--- src/rtl/collision_judge.sv ---
// Collision judge: detects bullet/enemy and player/enemy box overlap, owns the
// score (4-digit BCD, saturating) and lives, and sequences the enemy explosion
// through ARMED -> BOOM -> RELEASE -> ARMED, or into OVER when lives run out.
module collision_judge #(
  parameter int ENEMY_W    = 50,
  parameter int ENEMY_H    = 50,
  parameter int BULLET_W   = 4,
  parameter int BULLET_H   = 10,
  parameter int PLAYER_W   = 50,
  parameter int PLAYER_H   = 50,
  parameter int BOOM_TICKS = 16,
  parameter int LIVES_INIT = 3
) (
  input  logic        clk,
  input  logic        rst,
  input  logic        move_tick,
  input  logic [9:0]  enemy_x,
  input  logic [9:0]  enemy_y,
  input  logic        enemyplane_exist,
  input  logic [9:0]  bullet_x,
  input  logic [9:0]  bullet_y,
  input  logic        bullet_valid,
  input  logic [9:0]  player_x,
  input  logic [9:0]  player_y,
  output logic        boom,
  output logic        bullet_clear,
  output logic        player_hit,
  output logic [15:0] score,
  output logic [1:0]  lives,
  output logic        game_over
);

  typedef enum logic [1:0] {ARMED, BOOM, RELEASE, OVER} state_t;

  localparam logic [10:0] EW = 11'(ENEMY_W);
  localparam logic [10:0] EH = 11'(ENEMY_H);
  localparam logic [10:0] BW = 11'(BULLET_W);
  localparam logic [10:0] BH = 11'(BULLET_H);
  localparam logic [10:0] PW = 11'(PLAYER_W);
  localparam logic [10:0] PH = 11'(PLAYER_H);
  localparam logic [4:0]  BOOM_LAST  = 5'(BOOM_TICKS);
  localparam logic [1:0]  LIVES_RST  = 2'(LIVES_INIT);

  state_t      state, state_nxt;
  logic [4:0]  tick_cnt;
  logic [10:0] ex, ey, bx, by, px, py;
  logic        bullet_ovl_p0, player_ovl_p0;
  logic        bullet_hit_p0, player_hit_p0;
  logic        bullet_clear_p1, player_hit_p1;
  logic [15:0] score_p1;
  logic [1:0]  lives_p1;

  // BCD increment with per-digit carry; holds at 9999 instead of wrapping.
  function automatic logic [15:0] bcd_inc_sat(input logic [15:0] v);
    logic [15:0] r;
    logic        carry;
    r     = v;
    carry = 1'b1;
    if (v != 16'h9999) begin
      for (int i = 0; i < 4; i++) begin
        if (carry) begin
          if (r[i*4 +: 4] == 4'd9) begin
            r[i*4 +: 4] = 4'd0;
          end else begin
            r[i*4 +: 4] = r[i*4 +: 4] + 4'd1;
            carry       = 1'b0;
          end
        end
      end
    end
    return r;
  endfunction

  // Lives decrement that stops at zero.
  function automatic logic [1:0] lives_dec_sat(input logic [1:0] v);
    return (v == 2'd0) ? 2'd0 : v - 2'd1;
  endfunction

  assign ex = {1'b0, enemy_x};
  assign ey = {1'b0, enemy_y};
  assign bx = {1'b0, bullet_x};
  assign by = {1'b0, bullet_y};
  assign px = {1'b0, player_x};
  assign py = {1'b0, player_y};

  // ---- stage p0: strict-overlap detection, only while armed ----
  always_comb begin
    bullet_ovl_p0 = (bx < ex + EW) && (bx + BW > ex) && (by < ey + EH) && (by + BH > ey);
    player_ovl_p0 = (px < ex + EW) && (px + PW > ex) && (py < ey + EH) && (py + PH > ey);
    bullet_hit_p0 = (state == ARMED) && enemyplane_exist && bullet_valid && bullet_ovl_p0;
    player_hit_p0 = (state == ARMED) && enemyplane_exist && player_ovl_p0 && !bullet_hit_p0;
  end

  // State register.
  always_ff @(posedge clk) begin
    if (rst) state <= ARMED;
    else     state <= state_nxt;
  end

  // Next-state logic; the final player hit diverts to OVER instead of BOOM.
  always_comb begin
    state_nxt = state;
    case (state)
      ARMED: begin
        if (bullet_hit_p0)      state_nxt = BOOM;
        else if (player_hit_p0) state_nxt = (lives <= 2'd1) ? OVER : BOOM;
      end
      BOOM:    if (move_tick && (tick_cnt + 5'd1 == BOOM_LAST)) state_nxt = RELEASE;
      RELEASE: if (move_tick) state_nxt = ARMED;
      OVER:    state_nxt = OVER;
      default: state_nxt = ARMED;
    endcase
  end

  // Explosion tick counter: cleared on entry to BOOM, counts move_ticks inside it.
  always_ff @(posedge clk) begin
    if (rst)                                      tick_cnt <= 5'd0;
    else if (state != BOOM && state_nxt == BOOM)  tick_cnt <= 5'd0;
    else if (state == BOOM && move_tick)          tick_cnt <= tick_cnt + 5'd1;
  end

  // ---- stage p1: registered hit pulses, score and lives ----
  always_ff @(posedge clk) begin
    if (rst) begin
      bullet_clear_p1 <= 1'b0;
      player_hit_p1   <= 1'b0;
      score_p1        <= 16'h0000;
      lives_p1        <= LIVES_RST;
    end else begin
      bullet_clear_p1 <= bullet_hit_p0;
      player_hit_p1   <= player_hit_p0;
      if (bullet_hit_p0) score_p1 <= bcd_inc_sat(score_p1);
      if (player_hit_p0) lives_p1 <= lives_dec_sat(lives_p1);
    end
  end

  // State-decoded outputs.
  always_comb begin
    boom      = (state == BOOM);
    game_over = (state == OVER);
  end

  assign bullet_clear = bullet_clear_p1;
  assign player_hit   = player_hit_p1;
  assign score        = score_p1;
  assign lives        = lives_p1;

endmodule
--- config.mk ---
export PLATFORM = sky130hd
export DESIGN_NAME = collision_judge
export DESIGN_NICKNAME = d
export VERILOG_FILES = /design/src/rtl/collision_judge.sv
export SDC_FILE = /design/constraint.sdc
export NUM_CORES = 1
export LEC_CHECK = 0
export BUFFER_PORTS_ARGS = -buffer_cell sky130_fd_sc_hd__buf_2
export CELL_PAD_IN_SITES_DETAIL_PLACEMENT = 1
export CELL_PAD_IN_SITES_GLOBAL_PLACEMENT = 1
export CORE_UTILIZATION = 41
export DETAILED_ROUTE_END_ITERATION = 8
export PLACE_DENSITY_LB_ADDON = 0.08
export SLEW_MARGIN = 10
export SYNTH_ARGS = -nofsm -noshare
export SYNTH_HDL_FRONTEND = slang
export SYNTH_SLANG_ARGS = --single-unit
--- constraint.sdc ---
create_clock -name clk -period 3.87 [get_ports clk]
set_input_delay 0 -clock clk [delete_from_list [all_inputs] [get_ports clk]]
set_output_delay 0 -clock clk [all_outputs]
set_load 0.01 [all_outputs]
==> impl_metrics.yaml, run 1 <==
final_layout:
  antenna_cells: 0
  final_cells: 741
  drive_gt1_share_pct: 18.4
  multiInputGateArea_um2: 3370
  nFillCells: 1276
  syn2layout_area_growth_pct: 15.2
  final_nets: 758
  register_area_um2: 541
yosys:
  synth_edf_count: 0
  synth_cells: 523
  yosysTopAreaCellShare_pct: 25.6
  yosys.area_share.simple_pct: 24.3
  synth.area.mux_share_pct: 0.549
  netlist_top_cells_count: "84 x ha_1, 49 x nand2_1, 40 x nor2_1"
  yosysWarnings: 0
  synth_seq_cells: 27
  synthArstFlopShare_pct: 0
  synth_top_family_by_area: "adder cells"
  synthesis.nets: 672
  synth.most_common_cell: "ha_1"
  synth-compound-area-share_pct: 22.1
  synthFlopType: "dfxtp_1"
  yosysUniqueCellTypes: 63
  synth_area_leaders: "ha_1 26%, dfxtp_1 13%, xnor2_1 6.6%"
  syn_area_per_cell_um2: 7.84
  synth_xor_area_share_pct: 9.61
  ys_seq_area_share_pct: 13.2
  synth-adder-area-share_pct: 25.6
  yosys.area.top_type: "ha_1"
  syn-cell-area_um2: 4100
floorplan:
  die_h_um: 102
  fp.dieArea_um2: 10400
  rows: 36
  fp.dieW_um: 102
  ios: 87
  core-area_um2: 9730
  start_util_pct: 42.1
cts:
  root_buffer: "clkbuf_8"
  post-cts-setup-buffers: 0
  clock_sinks: 27
  hold_buffers: 0
  htreeDepth: 1
  worst_setup_hold_path_clk_slew_ns: 0.10
  clkLatencyLatePin_ns: 0.28
  numCtsBuffers: 3
  tritoncts: "done"
  clockBufferDepth: 2
  cts.repair.resized: 0
timing:
  rsz0062_at_grt: "no"
  worst-slew-pin-transition_ns: 0.617
  slew_viol_final: 0
  fin_crit_ns: 3.04
  setup_slack_ns: 0.832
  hold_violations: 0
  fin_tns_setup_ns: 0
  max_freq_mhz: 329
  worst_clock_skew_ns: 0.00715
  setup_viol: 0
  relSlewSlack_pct: 58.4
  finalCritPeriodShare_pct: 78.5
worst_setup_path:
  cp_cell_sequence: "buf_2 -> ha_1 -> o2111ai_1 -> nor2_1 -> xor2_1 -> ha_1 -> a21oi_1 -> or4b_1 -> o2bb2ai_2 -> and4_4 -> or3_4 -> a221o_1"
  critPathArrivalTime_ns: 3.21
  reg2reg_slack_ns: 1.21
  critPathLaunchType: "input port"
  cp_num_buf_inv: 1
  max_stage_delay_ns: 0.52
  cp.required_ns: 4.04
  cp_slowest_cell: "or4b_1"
  cp_top_family: "simple AND/OR/NAND/NOR gates"
  crit_type: "in -> reg"
  crit_fanout: 18
  crit_top_cell: "ha_1"
  cp-end-kind: "flip-flop"
grt:
  grt_pass1_wl_mm: 20.1
  antenna_found_initial: 0
  grt_max_degree: 25
  overflow: 0
  grt_util_all_layers_pct: 24.0
  grt_pass1_vias: 4288
placement:
  io_buffers: 86
  pre_cts_slack_ns: 0.517
  place_inst: 737
  finalWeightedCongestion: 0.948
  hpwl_mm: 10.5
pwr:
  power_density_nw_per_um2: 190
  power.static_leakage_nw: 2.15
  ir_drop_uv: 128
drt:
  drt-total-wl_mm: 12.2
  postRouteAntennaNets: 0
  drt-initial-drc-count: 57
  wl_per_cell_um: 16.4
  vias_per_cell: 5.72
  drc: 0
  drt_first_pass_iters: 4
  vias: 4238
min_path:
  hp-class: "in -> reg"
run_status:
  outcome: "completed"
job:
  max_cap_violations: 0
## worst register-to-register path: stages, from the launching register on
cell,delay [ns]
dfxtp_1,0.41
inv_1,0.10
nor3_1,0.32
and4_1,0.34
nand3_1,0.26
or3_1,0.60
nand4_1,0.18
mux2_2,0.34
## flip-flops by register name, indices dropped and copies added (netlist names)
name	cells
bullet_clear	1
lives	2
player_hit	1
score	16
state	2
tick_cnt	5
## per-stage QoR
step | utilization [%] | instance area (um^2) | power [mW] | hold WS [ns]
after global placement | 48.1 | 4680 | 0.717 | 0.393
after CTS | 48.6 | 4720 | 0.904 | 0.156
final | 48.6 | 4720 | 0.896 | 0.149
after global routing | 48.6 | 4720 | 0.969 | 0.160
after detailed placement | 48.1 | 4680 | 0.737 | 0.398
after floorplan | - | 4100 | 0.577 | 0.201
## layout make-up
cell class              instances  area share (%)
clock buffers                   3           0.874
clock inverters                 1           0.106
repair buffers                 89            9.59
flip-flops and latches         27            11.4
multi-input cells             448            71.3
inverters                      40            3.18
well taps                     133            3.52
## cell usage in the layout (no fill, tap or decap), types with 4 or more instances in the layout
master,instances
a211oi_1,5
nand3_1,20
nand2_1,49
dfxtp_1,27
nor3b_1,5
o31ai_1,12
ha_1,84
nor4_1,4
nor2_1,40
or4_1,4
o31a_1,4
buf_2,86
a41oi_1,6
xor2_1,14
o21ai_0,16
or3_1,4
and3_1,4
nand3b_1,4
a21o_1,4
xnor2_1,31
nor3_1,8
nand4_1,21
a21oi_1,37
nor2b_1,5
o211ai_1,5
a31oi_1,5
nand2b_1,9
inv_1,39
## power by group
| part | leakage (nW) | internal, mW | total (mW) | switching (mW) |
|---|---|---|---|---|
| combinational | 1.91 | 0.187 | 0.443 | 0.256 |
| sequential | 0.218 | 0.282 | 0.288 | 0.00620 |
| clock | 0.0255 | 0.0722 | 0.165 | 0.0925 |
## path summary, 6_finish.rpt
| kind | startpoint | end | cells past startpoint |
|---|---|---|---|
| setup / recovery | bullet_y[1] | lives[0]$_SDFFE_PP1P_ | 12 |
| hold / removal | rst | bullet_clear$_SDFF_PP0_ | 2 |
| setup reg to reg | score[7]$_SDFFE_PP0P_ | score[4]$_SDFFE_PP0P_ | 7 |
| hold reg to reg | lives[1]$_SDFFE_PP1P_ | lives[1]$_SDFFE_PP1P_ | 2 |
## cells by family (layout without fill, tap and decap cells)
kind of cell / after synthesis / count (layout)
compound gates: 126 / 126
mux: 2 / 2
flops: 27 / 27
buf+inv: 48 / 133
fa+ha+maj: 84 / 84
simple gates: 191 / 191
xor+xnor: 45 / 45
## routing by layer
metal / wire [um] / track usage (%)
met5: 0 / 0
met4: 57 / 2.42
met3: 272 / 2.05
met2: 5950 / 44.7
met1: 5890 / 30.9
No activity file was read; power rests on OpenSTA's default activity.
==> run 2: changes to the inputs <==
--- a/config.mk
+++ b/config.mk
@@ -8,7 +8,7 @@
 export BUFFER_PORTS_ARGS = -buffer_cell sky130_fd_sc_hd__buf_2
 export CELL_PAD_IN_SITES_DETAIL_PLACEMENT = 1
 export CELL_PAD_IN_SITES_GLOBAL_PLACEMENT = 1
-export CORE_UTILIZATION = 41
+export CORE_UTILIZATION = 37
 export DETAILED_ROUTE_END_ITERATION = 8
 export PLACE_DENSITY_LB_ADDON = 0.08
 export SLEW_MARGIN = 10
==> constraint.sdc (replaced) <==
create_clock -name clk -period 2.71 [get_ports clk]
set_input_delay 0 -clock clk [delete_from_list [all_inputs] [get_ports clk]]
set_output_delay 0 -clock clk [all_outputs]
set_load 0.01 [all_outputs]
==> impl_metrics.yaml, run 2 (synthesis results as in run 1) <==
drt:
  vias: 4587
  vias_per_cell: 5.44
  wl_met1_mm: 6.13
  drc: 0
  drt-initial-drc-count: 167
  wl_per_cell_um: 16.0
  top_layer_used: "met4"
  postRouteAntennaNets: 0
  drt-total-wl_mm: 13.5
  dr_wl_met2_mm: 6.90
  wl_met3_um: 280
  drt_first_pass_iters: 4
final_layout:
  antenna_cells: 0
  largest_reg_flops: 16
  final_cells: 843
  final_area_um2: 5710
  layout_commonest_cell: "buf_4"
  layout.cells.most_common_list: "95 x buf_4, 86 x buf_2, 81 x ha_1"
  fin_util_pct: 52.7
  drive_gt1_share_pct: 33.9
  final_nets: 853
  syn2layout_area_growth_pct: 39.2
timing:
  fin_crit_ns: 2.67
  max_freq_mhz: 375
  setup_slack_ns: 0.0406
  fin_tns_setup_ns: 0
  setup_viol: 0
  hold_violations: 0
  rsz0062_at_grt: "yes"
  whs_ns: 0.144
  worst-slew-pin-transition_ns: 0.480
  worst_clock_skew_ns: 0.00441
  slew_viol_final: 0
  finalCritPeriodShare_pct: 98.5
  relSlewSlack_pct: 68.0
cts:
  tritoncts: "done"
  root_buffer: "clkbuf_8"
  worst_setup_hold_path_clk_slew_ns: 0.10
  clock_sinks: 27
  htreeDepth: 1
  clockBufferDepth: 2
  clkLatencyLatePin_ns: 0.28
  hold_buffers: 0
  numCtsBuffers: 3
grt:
  grt_pass1_vias: 4798
  grt_pass1_wl_mm: 21.9
  grt_max_degree: 25
  grt_util_all_layers_pct: 23.6
  overflow: 0
  antenna_found_initial: 0
job:
  max_cap_violations: 0
floorplan:
  core-area_um2: 10800
  die_h_um: 107
  ios: 87
  start_util_pct: 37.8
  rows: 38
  fp.dieArea_um2: 11500
  fp.dieW_um: 107
placement:
  finalWeightedCongestion: 0.822
  dpl_cell_area_um2: 5460
  place_inst: 832
  io_buffers: 86
  hpwl_mm: 11.4
  pre_cts_slack_ns: -0.375
worst_setup_path:
  max_stage_delay_ns: 0.34
  crit_top_cell: "nand2_2"
  cp-end-kind: "flip-flop"
  crit_type: "in -> reg"
  critPathArrivalTime_ns: 2.85
  cp_cell_sequence: "buf_2 -> and3_4 -> o31a_1 -> nand2_2 -> xnor2_2 -> ha_1 -> nand2_2 -> buf_4 -> nor3_4 -> o31ai_4 -> a211o_4 -> and4_4 -> or3_4 -> a221o_1"
  critPathLaunchType: "input port"
  cp.required_ns: 2.89
  crit_fanout: 3
  cp_slowest_cell: "o31a_1"
min_path:
  hp-class: "in -> reg"
run_status:
  outcome: "completed"
pwr:
  ir_drop_uv: 236
  power_mw: 1.48
  power_density_nw_per_um2: 260
  power.static_leakage_nw: 2.66
run 2: cell types whose count changed in the layout (fill, tap and decap cells not counted), sizes merged:
cell and change:
buf +95
run 2: path summary, 6_finish.rpt:
kind | startpoint | end | slack, ns | cells after the start
min | rst | bullet_clear$_SDFF_PP0_ | 0.14 | 2
max | enemy_y[1] | lives[0]$_SDFFE_PP1P_ | 0.04 | 14
min reg2reg | lives[1]$_SDFFE_PP1P_ | lives[1]$_SDFFE_PP1P_ | 0.52 | 2
max reg2reg | score[7]$_SDFFE_PP0P_ | score[6]$_SDFFE_PP0P_ | 0.38 | 8
run 2: critical path: cells and delay by family:
kind                       cells  cell delay, ns
AOI/OAI and AO/OA              4            1.11
xor gates and xnor gates       1            0.08
adders and majority gates      1            0.34
buffers and inverters          2            0.25
and+or+nand+nor                6            1.06
run 2: power breakdown:
part	leakage, nW	internal, mW	total, mW	switching, mW
clock network	0.0255	0.103	0.240	0.137
logic	2.42	0.405	0.831	0.427
registers	0.218	0.402	0.412	0.00975
run 2: repair_timing:
item | in CTS | in global routing
endpoints found under the setup margin | 9 | 22
pin swaps | 0 | 19
resized for setup | 5 | 25
endpoints found under the hold margin | 0 | 0
setup buffers | 0 | 7
run 2: metal layers:
| metal | GRT usage [%] | up-vias |
|---|---|---|
| li1 | - | 2315 |
| met1 | 28.9 | 2185 |
| met2 | 45.3 | 75 |
| met3 | 1.94 | 12 |
| met4 | 3.03 | 0 |
| met5 | 0 | - |
run 2: final cells by class:
class | instances | area (um^2)
clock buffer | 3 | 41.3
inverter | 40 | 150
fill | 1391 | 5130
clock inverter | 1 | 5.00
multi-input combinational | 448 | 3590
sequential | 27 | 541
timing repair buffer | 184 | 1200
tap | 140 | 175
